**src/rtl/tz_select_fsm_if.sv**
```systemverilog
// Button-pulse and display-side signal bundle for the timezone select controller.
// master = pulse conditioners / display consumer, slave = tz_select_fsm.
interface tz_select_fsm_if #(
    parameter int unsigned N_TZ   = 4,
    parameter int unsigned SEL_W  = 2,
    parameter int unsigned OFFS_W = 8
);
    logic                 tick;
    logic                 mode_toggle_p;
    logic [N_TZ-1:0]      tz_p;
    logic                 next_p;
    logic                 prev_p;
    logic                 confirm_p;
    logic                 cancel_p;
    logic                 dst_toggle_p;
    logic                 mode_12h;
    logic [SEL_W-1:0]     tz_sel;
    logic [SEL_W-1:0]     tz_preview;
    logic                 preview_active;
    logic                 dst_on;
    logic [OFFS_W:0]      utc_offset;
    logic                 tz_changed_p;

    modport master (
        output tick, mode_toggle_p, tz_p, next_p, prev_p, confirm_p, cancel_p, dst_toggle_p,
        input  mode_12h, tz_sel, tz_preview, preview_active, dst_on, utc_offset, tz_changed_p
    );

    modport slave (
        input  tick, mode_toggle_p, tz_p, next_p, prev_p, confirm_p, cancel_p, dst_toggle_p,
        output mode_12h, tz_sel, tz_preview, preview_active, dst_on, utc_offset, tz_changed_p
    );
endinterface

```
**src/rtl/tz_select_fsm.sv**
```systemverilog
// Timezone / display-mode controller: direct select, previewed next/prev browsing with
// timeout, per-zone DST flags and signed UTC offset of the committed zone.
module tz_select_fsm #(
    parameter int unsigned             N_TZ       = 4,
    parameter int unsigned             SEL_W      = 2,
    parameter int unsigned             DEFAULT_TZ = 0,
    parameter int unsigned             OFFS_W     = 8,
    parameter logic [N_TZ*OFFS_W-1:0]  TZ_OFFSETS = 32'h00EC0424,
    parameter int unsigned             TIMEOUT    = 10
) (
    input logic            clk,
    input logic            rst_n,
    tz_select_fsm_if.slave bus
);

    localparam int unsigned     TimerW = $clog2(TIMEOUT + 1);
    localparam logic [SEL_W-1:0] LastTz = SEL_W'(N_TZ - 1);
    localparam logic [SEL_W-1:0] DefTz  = SEL_W'(DEFAULT_TZ);
    localparam logic [TimerW-1:0] TimerLimit = TimerW'(TIMEOUT);

    typedef enum logic [0:0] {StIdle, StPreview} state_e;

    state_e              state_q, state_d;
    logic [SEL_W-1:0]    sel_q, sel_d;
    logic [SEL_W-1:0]    preview_q, preview_d;
    logic [TimerW-1:0]   timer_q, timer_d;
    logic [N_TZ-1:0]     dst_q, dst_d;
    logic                mode_q, mode_d;
    logic                changed_q, changed_d;

    logic                tz_hit;
    logic [SEL_W-1:0]    tz_idx;
    logic                step_any;
    logic                step_one;
    logic [TimerW-1:0]   timer_inc;
    logic signed [OFFS_W-1:0] offs_tbl [N_TZ];
    logic signed [OFFS_W-1:0] cur_offs;

    function automatic logic [SEL_W-1:0] step_zone(logic [SEL_W-1:0] z, logic up);
        if (up) begin
            return (z == LastTz) ? '0 : z + 1'b1;
        end
        return (z == '0) ? LastTz : z - 1'b1;
    endfunction

    // Lowest set in-range bit wins.
    always_comb begin
        tz_hit = 1'b0;
        tz_idx = '0;
        for (int i = int'(N_TZ) - 1; i >= 0; i--) begin
            if (bus.tz_p[i]) begin
                tz_hit = 1'b1;
                tz_idx = SEL_W'(i);
            end
        end
    end

    always_comb begin
        for (int i = 0; i < int'(N_TZ); i++) begin
            offs_tbl[i] = TZ_OFFSETS[i*OFFS_W +: OFFS_W];
        end
    end

    assign step_any  = bus.next_p | bus.prev_p;
    assign step_one  = bus.next_p ^ bus.prev_p;
    assign timer_inc = timer_q + 1'b1;

    always_ff @(posedge clk) begin
        if (!rst_n) begin
            state_q   <= StIdle;
            sel_q     <= DefTz;
            preview_q <= DefTz;
            timer_q   <= '0;
            dst_q     <= '0;
            mode_q    <= 1'b0;
            changed_q <= 1'b0;
        end else begin
            state_q   <= state_d;
            sel_q     <= sel_d;
            preview_q <= preview_d;
            timer_q   <= timer_d;
            dst_q     <= dst_d;
            mode_q    <= mode_d;
            changed_q <= changed_d;
        end
    end

    always_comb begin
        state_d   = state_q;
        sel_d     = sel_q;
        preview_d = preview_q;
        timer_d   = timer_q;
        dst_d     = dst_q;
        mode_d    = mode_q ^ bus.mode_toggle_p;

        // DST toggle targets the zone committed before this cycle's edge.
        if (bus.dst_toggle_p) begin
            dst_d[sel_q] = ~dst_q[sel_q];
        end

        if (tz_hit) begin
            sel_d     = tz_idx;
            preview_d = tz_idx;
            state_d   = StIdle;
            timer_d   = '0;
        end else begin
            unique case (state_q)
                StIdle: begin
                    if (step_one) begin
                        preview_d = step_zone(sel_q, bus.next_p);
                        state_d   = StPreview;
                        timer_d   = '0;
                    end
                end
                StPreview: begin
                    if (bus.confirm_p) begin
                        sel_d   = preview_q;
                        state_d = StIdle;
                    end else if (bus.cancel_p) begin
                        preview_d = sel_q;
                        state_d   = StIdle;
                    end else if (step_any) begin
                        if (step_one) begin
                            preview_d = step_zone(preview_q, bus.next_p);
                        end
                        timer_d = '0;
                    end else if (bus.tick) begin
                        if (timer_inc == TimerLimit) begin
                            preview_d = sel_q;
                            state_d   = StIdle;
                            timer_d   = '0;
                        end else begin
                            timer_d = timer_inc;
                        end
                    end
                end
                default: state_d = StIdle;
            endcase
        end

        changed_d = (sel_d != sel_q);
    end

    always_comb begin
        cur_offs           = offs_tbl[sel_q];
        bus.mode_12h       = mode_q;
        bus.tz_sel         = sel_q;
        bus.tz_preview     = preview_q;
        bus.preview_active = (state_q == StPreview);
        bus.dst_on         = dst_q[sel_q];
        bus.utc_offset     = {cur_offs[OFFS_W-1], cur_offs}
                             + (dst_q[sel_q] ? (OFFS_W + 1)'(4) : '0);
        bus.tz_changed_p   = changed_q;
    end

endmodule

```
**src/flat_wrapper.sv**
```systemverilog
// flat-port wrapper written by rule: the top's interface ports become plain ports
module tz_select_fsm_flat 
#(
    parameter int unsigned             N_TZ       = 4,
    parameter int unsigned             SEL_W      = 2,
    parameter int unsigned             DEFAULT_TZ = 0,
    parameter int unsigned             OFFS_W     = 8,
    parameter logic [N_TZ*OFFS_W-1:0]  TZ_OFFSETS = 32'h00EC0424,
    parameter int unsigned             TIMEOUT    = 10
)
  (clk, rst_n, bus_tick, bus_mode_toggle_p, bus_tz_p, bus_next_p, bus_prev_p, bus_confirm_p, bus_cancel_p, bus_dst_toggle_p, bus_mode_12h, bus_tz_sel, bus_tz_preview, bus_preview_active, bus_dst_on, bus_utc_offset, bus_tz_changed_p);
  tz_select_fsm_if #(.N_TZ(N_TZ), .SEL_W(SEL_W), .OFFS_W(OFFS_W)) bus_i ();
  input logic clk;
  input logic rst_n;
  input wire logic [$bits(bus_i.tick)-1:0] bus_tick;
  input wire logic [$bits(bus_i.mode_toggle_p)-1:0] bus_mode_toggle_p;
  input wire logic [$bits(bus_i.tz_p)-1:0] bus_tz_p;
  input wire logic [$bits(bus_i.next_p)-1:0] bus_next_p;
  input wire logic [$bits(bus_i.prev_p)-1:0] bus_prev_p;
  input wire logic [$bits(bus_i.confirm_p)-1:0] bus_confirm_p;
  input wire logic [$bits(bus_i.cancel_p)-1:0] bus_cancel_p;
  input wire logic [$bits(bus_i.dst_toggle_p)-1:0] bus_dst_toggle_p;
  output wire logic [$bits(bus_i.mode_12h)-1:0] bus_mode_12h;
  output wire logic [$bits(bus_i.tz_sel)-1:0] bus_tz_sel;
  output wire logic [$bits(bus_i.tz_preview)-1:0] bus_tz_preview;
  output wire logic [$bits(bus_i.preview_active)-1:0] bus_preview_active;
  output wire logic [$bits(bus_i.dst_on)-1:0] bus_dst_on;
  output wire logic [$bits(bus_i.utc_offset)-1:0] bus_utc_offset;
  output wire logic [$bits(bus_i.tz_changed_p)-1:0] bus_tz_changed_p;
  assign bus_i.tick = bus_tick;
  assign bus_i.mode_toggle_p = bus_mode_toggle_p;
  assign bus_i.tz_p = bus_tz_p;
  assign bus_i.next_p = bus_next_p;
  assign bus_i.prev_p = bus_prev_p;
  assign bus_i.confirm_p = bus_confirm_p;
  assign bus_i.cancel_p = bus_cancel_p;
  assign bus_i.dst_toggle_p = bus_dst_toggle_p;
  assign bus_mode_12h = bus_i.mode_12h;
  assign bus_tz_sel = bus_i.tz_sel;
  assign bus_tz_preview = bus_i.tz_preview;
  assign bus_preview_active = bus_i.preview_active;
  assign bus_dst_on = bus_i.dst_on;
  assign bus_utc_offset = bus_i.utc_offset;
  assign bus_tz_changed_p = bus_i.tz_changed_p;
  tz_select_fsm #(.N_TZ(N_TZ), .SEL_W(SEL_W), .DEFAULT_TZ(DEFAULT_TZ), .OFFS_W(OFFS_W), .TZ_OFFSETS(TZ_OFFSETS), .TIMEOUT(TIMEOUT)) u_core (.clk(clk), .rst_n(rst_n), .bus(bus_i));
endmodule
```
**config.mk**
```make
export PLATFORM = sky130hd
export DESIGN_NAME = tz_select_fsm_flat
export DESIGN_NICKNAME = d
export VERILOG_FILES = /design/src/rtl/tz_select_fsm_if.sv /design/src/rtl/tz_select_fsm.sv /design/src/flat_wrapper.sv
export SDC_FILE = /design/constraint.sdc
export NUM_CORES = 1
export LEC_CHECK = 0
export BUFFER_PORTS_ARGS = -buffer_cell sky130_fd_sc_hd__buf_2
export CAP_MARGIN = 15
export CORE_ASPECT_RATIO = 1.75
export CORE_MARGIN = 2
export CORE_UTILIZATION = 46
export CTS_BUF_LIST = sky130_fd_sc_hd__clkbuf_16
export DETAILED_ROUTE_END_ITERATION = 8
export PLACE_DENSITY = 0.75
export SLEW_MARGIN = 20
export SYNTH_ARGS = -nofsm -noshare
export SYNTH_HDL_FRONTEND = slang
export SYNTH_SLANG_ARGS = --single-unit
```
**constraint.sdc**
```tcl
create_clock -name clk -period 1.7 [get_ports clk]
set_clock_uncertainty 0.15 [all_clocks]
set_input_delay 0.085 -clock clk [delete_from_list [all_inputs] [get_ports clk]]
set_output_delay 0.085 -clock clk [all_outputs]
set_load 0.01 [all_outputs]
```
# Yosys cells after proc, flatten, opt, wreduce, memory -nomap -nowiden
# Cells that the tools add are included.
word_totals:
  elab_cells: 102
  ramBits: 0
  mem_count: 0
  inputBits: 13
  ff_bits: 15
  latchBits: 0
  out_inout_bits: 17
  mem_bits_ro: 0
classes:
  reduce_logical: 6
  muxes: 60
  eq_ne: 13
  shift: 0
  addsub: 6
  mul: 0
  magnitude_cmp: 3
  n_bitwise: 7
  div_mod_pow: 0
op_table:
  columns: ["op", "count"]
  rows:
  - ["$mux 2", 23]
  - ["$mux 4", 6]
  - ["$mux 1", 21]
  - ["$bmux 8 s2", 1]
  - ["$mux 8", 2]
  - ["$ne 5x5->1 const B", 3]
  - ["$add 9x9->9", 1]
  - ["$pmux 4 s2", 1]
  - ["$ne 3x3->1 const B", 2]
  - ["$reduce_and 5->1", 1]
  - ["$add 2x1->2 const B", 2]
  - ["$add 4x1->4 const B", 1]
  - ["$bwmux 4", 1]
  - ["$eq 2x2->1 const B", 2]
  - ["$eq 4x4->1 const B", 1]
  - ["$logic_not 2->1", 2]
  - ["$ne 2x2->1 const B", 2]
  - ["$pmux 2 s2", 1]
  - ["$reduce_and 4->1", 1]
  - ["$sub 2x1->2 const B", 2]
  - ["$ge 3x3->1 const B", 1]
  - ["$lt 2x3->1 const B", 1]
  - ["$mux 3", 1]
  - ["$ne 3x1->1 const B", 1]
  - ["other kinds (12)", 15]

# Longest topological paths before layout
# Gate-level depths: netlist of the first run.
logic_depth:
  depth_word: 14
  depth_mapped: 8
  depth_no_buf: 7

# Worst setup path before layout of the first run
# OpenSTA, ideal clock, no wires.
synth_path:
  path_type: "register -> output"
  from: "register u_core.sel_q[1], in the netlist u_core.bus.tz_sel[1]"
  to: "output port bus_utc_offset[3]"
  arrival_ns: 1.668
  path_stages_with_launch: 4
  required_time_ns: 1.465
  path_slack_ns: -0.203
  path_buffers: 0
  path_cell_list: "dfxtp_1 -> mux4_2 -> ha_1 -> ha_1"
synth_between:
  elab_cells_between_ends: 8
  classes_between: "add/sub: 1; mux: 6; bitwise: 1"
synth_lines:
  columns: ["item", "line", "source"]
  rows:
  - ["start: declaration", "tz_select_fsm.sv:24", "logic [SEL_W-1:0] sel_q, sel_d;"]
  - ["start signal: assignment", "tz_select_fsm.sv:71", "sel_q <= DefTz;"]
  - ["start signal: assignment", "tz_select_fsm.sv:79", "sel_q <= sel_d;"]
  - ["$bmux 1 s2", null, null]
  - ["$mux 1", null, null]
  - ["via bus_dst_on", "flat_wrapper.sv:27", "output wire logic [$bits(bus_i.dst_on)-1:0] bus_dst_on;"]
  - ["$mux 3", "tz_select_fsm.sv:152", "+ (dst_q[sel_q] ? (OFFS_W + 1)'(4) : '0);"]
  - ["$add 9x9->9", "tz_select_fsm.sv:152", null]
  - ["end: declaration", "flat_wrapper.sv:28", "output wire logic [$bits(bus_i.utc_offset)-1:0] bus_utc_offset;"]
# The timed path passes the listed nets, and every way through them passes these cells. The select of a mux whose other input is x is not followed.

# Final worst setup path of the first run
layout_path:
  from: "register u_core.sel_q[1], in the netlist u_core.bus.tz_sel[1]"
  to: "output port bus_utc_offset[3]"
layout_between:
  elab_chain_cells: 5
  elab_cells_between_ends: 8
  classes_between: "add/sub: 1; mux: 6; bitwise: 1"
layout_lines:
  columns: ["item", "line", "source"]
  rows:
  - ["$not 2->3 (implied by the code)", "tz_select_fsm.sv:145", "cur_offs = offs_tbl[sel_q];"]
  - ["$bmux 8 s2", "tz_select_fsm.sv:145", null]
  - ["$mux 8 (implied by the code) (2 in series)", "tz_select_fsm.sv:145", null]
  - ["$add 9x9->9 *", "tz_select_fsm.sv:152", null]
# Every way passes the cells marked *; elsewhere a longest branch is shown, timed or not. The select of a mux whose other input is x is not followed.

==> results of run 1 <==
==> power groups by stage <==
stage	registers (mW)	logic [mW]	clock network, mW
4_1_cts	0.379	0.227	0.469
6_report	0.378	0.231	0.461
5_1_grt	0.380	0.252	0.482
3_3_place_gp	0.384	0.188	0
3_5_place_dp	0.385	0.196	0
2_1_floorplan	0.389	0.109	0
==> flip-flops by register name, summed over array words and instances (netlist names) <==
signal / cells
u_core.bus.mode_12h: 1
u_core.bus.preview_active: 1
u_core.bus.tz_changed_p: 1
u_core.bus.tz_preview: 2
u_core.bus.tz_sel: 2
u_core.dst_q: 4
u_core.timer_q: 4
==> synthesized netlist by cell type, types with 2 or more instances <==
master,number,area share [%]
a211oi_1,3,2.0
o21ai_1,4,1.8
nor3_1,3,1.4
nand2b_1,2,1.1
o21ai_0,4,1.8
mux2i_1,3,2.7
nand4_1,2,1.1
a21oi_1,12,5.4
o22ai_1,2,1.1
a311oi_1,6,4.8
nand2_1,9,3.1
inv_1,12,4.1
and2_1,2,1.1
buf_4,5,3.4
ha_1,12,14
xnor2_1,4,3.2
dfxtp_1,15,27
nand3_1,4,1.8
nor2_1,10,3.4
==> layer usage <==
metal	track usage [%]	wire (um)
met5	0	0
met4	11.7	60
met3	3.53	121
met2	45.7	1790
met1	19.4	988
==> worst min-delay path, stage by stage <==
cell and delay (ns):
buf_2 0.15, nand2_1 0.08, mux2i_1 0.06
==> worst paths after layout <==
| kind | from | to | slack [ns] | depth (start not counted) |
|---|---|---|---|---|
| min | rst_n | u_core.bus.tz_preview[0]$_SDFFE_PN0P_ | 0.02 | 3 |
| max reg2reg | u_core.bus.tz_sel[1]$_SDFF_PN0_ | u_core.bus.tz_preview[0]$_SDFFE_PN0P_ | 0 | 8 |
| max | u_core.bus.tz_sel[1]$_SDFF_PN0_ | bus_utc_offset[3] | -0.20 | 4 |
| min reg2reg | u_core.bus.tz_preview[1]$_SDFFE_PN0P_ | u_core.bus.tz_preview[1]$_SDFFE_PN0P_ | 0.35 | 2 |
==> through the flow <==
stage | power, mW | area, um^2
3_3_place_gp | 0.572 | 1370
5_1_grt | 1.11 | 1570
2_1_floorplan | 0.499 | 1130
3_5_place_dp | 0.582 | 1370
6_report | 1.07 | 1570
4_1_cts | 1.07 | 1550
==> cell type report <==
class	instances	area [um^2]	area share, %
multi-input combinational	100	788	50.2
sequential	15	313	19.9
timing repair buffer	47	313	19.9
clock buffer	3	75.1	4.78
inverter	12	45.0	2.87
tap	25	31.3	1.99
clock inverter	1	5.00	0.319
==> logic make-up after synthesis <==
group | count (synthesis) | share of synthesized area, %
other cells | 1 | 0.340
mux | 5 | 5.78
xor+xnor | 5 | 3.97
fa+ha+maj | 12 | 13.6
buf+inv | 19 | 8.84
compound gates | 38 | 22.5
flops | 15 | 27.2
simple gates | 38 | 17.8
==> repair_timing <==
action                                 in CTS  in global routing
endpoints found under the hold margin       4                  0
gates resized for setup                    18                  4
setup endpoints to repair                   6                  7
buffers inserted                            1                  0
pin swaps                                   6                  4
hold buffers                                2                  0
==> impl_metrics.py, run 1 <==
metrics = {
    "power": {
        "leakage_nw": 0.663,
        "p_sw_mw": 0.273,
        "internal_power_mw": 0.797,
        "peakVddDrop_mv": 0.500,
        "p_per_area_nw_per_um2": 681,
        "pwr-share-clk_pct": 43.1,
        "p_comb_share_pct": 21.6,
        "swShare_pct": 25.5,
        "seqPwrFrac_pct": 35.3,
    },
    "grt": {
        "grt-ovfl-total": 0,
        "grt_pass1_vias": 1140,
        "grt_pass1_wl_um": 4510,
        "grt_usage_pct": 23.0,
        "antenna_found_initial": 0,
        "grt_max_degree": 10,
    },
    "synth": {
        "ys.flop_type": "dfxtp_1",
        "synth-warning-count": 0,
        "synth_cell_types": 38,
        "async_flop_share_pct": 0,
        "netlist_instances": 133,
        "avgSynthCellArea_um2": 8.30,
        "synth_edf_count": 0,
        "ys_ff_latch": 15,
        "syn_area_um2": 1100,
        "seq_area_frac_synth_pct": 27.2,
    },
    "route": {
        "drtIter0Drc": 31,
        "avgRoutedWirePerCell_um": 14.6,
        "drt_pre_antenna_iters": 4,
        "via_count": 1169,
        "wl_um": 2960,
        "routed_via_density": 5.76,
        "ant_nets": 0,
        "drc": 0,
    },
    "sta": {
        "setup_ws_ns": -0.200,
        "drv_slew": 0,
        "clock.fmax_ghz": 0.526,
        "fin_tns_setup_ns": -0.352,
        "finalCriticalPeriod_ns": 1.90,
        "finalSetupViolCount": 3,
        "finalHoldViolations": 0,
        "rsz0062_at_grt": "yes",
        "min_period_over_period_pct": 112,
        "whs_ns": 0.0175,
    },
    "place": {
        "post-place-ws_ns": -0.0868,
        "hpwl_um": 2340,
        "dp.cells": 196,
        "io_buffers": 27,
        "routabilityCongestion": 0.862,
    },
    "floorplanning": {
        "ios": 30,
        "dieWidth_um": 41.0,
        "fp.dieH_um": 68.8,
        "num_rows": 23,
        "start_util_pct": 48.5,
        "core_area_um2": 2270,
        "die_area_um2": 2820,
    },
    "setup_path": {
        "crit_path_max_fanout": 2,
        "slowest_stage": "mux4_2",
        "cp_cell_sequence": "mux4_2 > ha_4 > ha_4 > buf_6",
        "critPathLaunchType": "flop",
        "critPathTopFamily": "multiplexers",
        "crit_buf_inv": 1,
        "crit_type": "reg2out",
        "worstPathRequired_ns": 1.46,
        "cp.arrival_ns": 1.67,
        "endpoint_kind": "output pin",
        "slowest_delay_ns": 0.53,
        "path_common_cell": "ha_4",
    },
    "layout": {
        "final_util_pct": 69.1,
        "layout-drive-gt1-share_pct": 40.4,
        "final_cell_mix": "buf_2 (24), buf_4 (17), a21oi_1 (10), nor2_1 (10)",
        "nFillCells": 182,
        "fin_nets": 204,
        "area_delta_synth_final_pct": 42.3,
        "layout_commonest_cell": "buf_2",
        "finalNonFillerCells": 203,
        "diodes": 0,
    },
    "clocking": {
        "numCtsBuffers": 3,
        "cts-root-buf": "clkbuf_16",
        "clock_latency_ns": 0.25,
        "clkSlewWorstSetupHoldPaths_ns": 0.05,
        "clk_path_buf_depth": 2,
        "cts_tree": "done",
        "h-tree-depth": 1,
        "cts.sinks": 15,
    },
    "job": {
        "maxCapViolations": 0,
    },
    "run_status": {
        "outcome": "finished with violations",
        "violations": "setup timing",
    },
    "hold_path": {
        "min_path_type": "in2reg",
    },
}
Power figures use the tool's default switching activity.
==> run 2: changes to the inputs <==
Settings changed: SETUP_SLACK_MARGIN set to 0.05.
==> impl_metrics.py, run 2 (synthesis results as in run 1) <==
metrics = {
    "run_status": {
        "outcome": "finished with violations",
        "violations": "setup timing",
    },
    "power": {
        "peakVddDrop_mv": 0.539,
        "finalPower_mw": 1.10,
        "p_sw_mw": 0.287,
        "pwr-share-clk_pct": 41.8,
        "seqPwrFrac_pct": 34.1,
        "swShare_pct": 26.1,
        "p_per_area_nw_per_um2": 656,
        "leakage_nw": 0.696,
        "p_comb_share_pct": 24.1,
        "internal_power_mw": 0.810,
    },
    "setup_path": {
        "cp_cell_sequence": "mux4_2 > ha_4 > ha_4 > buf_6",
        "crit_path_max_fanout": 2,
        "cp.arrival_ns": 1.69,
        "critPathLaunchType": "flop",
        "endpoint_kind": "output pin",
        "slowest_delay_ns": 0.53,
        "slowest_stage": "mux4_2",
        "path_common_cell": "ha_4",
        "crit_type": "reg2out",
        "worstPathRequired_ns": 1.46,
    },
    "route": {
        "drt_pre_antenna_iters": 4,
        "route.met2.wl_um": 1970,
        "wl_met3_um": 145,
        "via_count": 1215,
        "drtIter0Drc": 40,
        "wl_um": 3320,
        "wl_met1_um": 1070,
        "drc": 0,
        "ant_nets": 0,
        "dr.max_layer_used": "met4",
        "avgRoutedWirePerCell_um": 16.0,
        "routed_via_density": 5.87,
    },
    "sta": {
        "clock.fmax_ghz": 0.520,
        "finalSetupViolCount": 7,
        "min_period_over_period_pct": 113,
        "rsz0062_at_grt": "yes",
        "drv_slew": 0,
        "finalCriticalPeriod_ns": 1.92,
        "finalHoldViolations": 0,
        "setup_ws_ns": -0.223,
        "fin_tns_setup_ns": -0.712,
    },
    "clocking": {
        "cts-root-buf": "clkbuf_16",
        "cts.sinks": 15,
        "clk_path_buf_depth": 2,
        "h-tree-depth": 1,
        "cts_tree": "done",
        "clkSlewWorstSetupHoldPaths_ns": 0.05,
        "clock_latency_ns": 0.25,
        "numCtsBuffers": 3,
    },
    "layout": {
        "nFillCells": 164,
        "fin_nets": 208,
        "layout_commonest_cell": "buf_2",
        "final_cell_mix": "buf_2 (24), buf_4 (19), a21oi_1 (11), nor2_1 (10)",
        "diodes": 0,
        "finalNonFillerCells": 207,
        "reg_top3": "u_core.dst_q: 4 flops, u_core.timer_q: 4 flops",
        "area_delta_synth_final_pct": 51.5,
        "final_util_pct": 73.5,
        "layout-drive-gt1-share_pct": 46.2,
    },
    "place": {
        "hpwl_um": 2320,
        "io_buffers": 27,
        "post-place-ws_ns": -0.103,
        "routabilityCongestion": 0.826,
        "dp.cells": 196,
    },
    "job": {
        "maxCapViolations": 0,
    },
    "hold_path": {
        "min_path_type": "in2reg",
    },
    "floorplanning": {
        "ios": 30,
        "start_util_pct": 48.5,
        "dieWidth_um": 41.0,
        "die_area_um2": 2820,
        "core_area_um2": 2270,
        "fp.dieH_um": 68.8,
        "num_rows": 23,
    },
    "grt": {
        "grt_usage_pct": 26.0,
        "grt_pass1_wl_um": 4910,
        "grt_max_degree": 13,
        "antenna_found_initial": 0,
        "grt_pass1_vias": 1179,
        "grt-ovfl-total": 0,
    },
}
## run 2: final cells by class
type,count,area (um^2),share of cell area [%]
inverters,12,47.5,2.84
repair buffers,51,352,21.0
flip-flops and latches,15,322,19.2
clock inverters,1,5.00,0.299
well taps,25,31.3,1.87
multi-input cells,100,840,50.2
clock buffers,3,75.1,4.49
## run 2: through the flow
stage	instance area, um^2	hold WS, ns
detailed placement	1390	0.208
finish	1670	0.0136
CTS	1600	0.00711
global route	1670	0.0194
global placement	1390	0.187
floorplan	1150	0.0559
## run 2: power by group through the flow
stage               sequential, mW  combinational [mW]  clock (mW)
global placement             0.383               0.193           0
CTS                          0.376               0.244       0.468
finish                       0.374               0.264       0.459
floorplan                    0.389               0.114           0
detailed placement           0.384               0.200           0
global route                 0.376               0.285       0.490
## run 2: what timing repair did
action / CTS / global route
pin swaps: 12 / 9
endpoints found under the setup margin: 7 / 13
setup buffers: 5 / 1
hold buffers: 1 / 0
hold endpoints to repair: 1 / 0
cloned: 0 / 0
resized for setup: 19 / 13
## run 2: final timing paths
check                                        start                               endpoint  slack [ns]  cells past startpoint
max reg2reg        u_core.bus.tz_sel[1]$_SDFF_PN0_           u_core.dst_q[2]$_SDFFE_PN0P_       -0.06                      5
min                                          rst_n  u_core.bus.tz_preview[0]$_SDFFE_PN0P_        0.01                      3
min reg2reg  u_core.bus.tz_preview[1]$_SDFFE_PN0P_  u_core.bus.tz_preview[1]$_SDFFE_PN0P_        0.35                      2
max                u_core.bus.tz_sel[1]$_SDFF_PN0_                      bus_utc_offset[3]       -0.22                      4
## run 2: layer usage
metal	GRT usage, %	vias up
met1	22.6	575
met3	4.81	11
met4	20.8	0
met5	0	-
met2	46.7	51
li1	-	578
## run 2: critical path, delay by kind of cell (launching register included)
family | cells | cell delay (ns)
flops | 1 | 0.35
buf+inv | 1 | 0.09
fa+ha+maj | 2 | 0.47
mux | 1 | 0.53
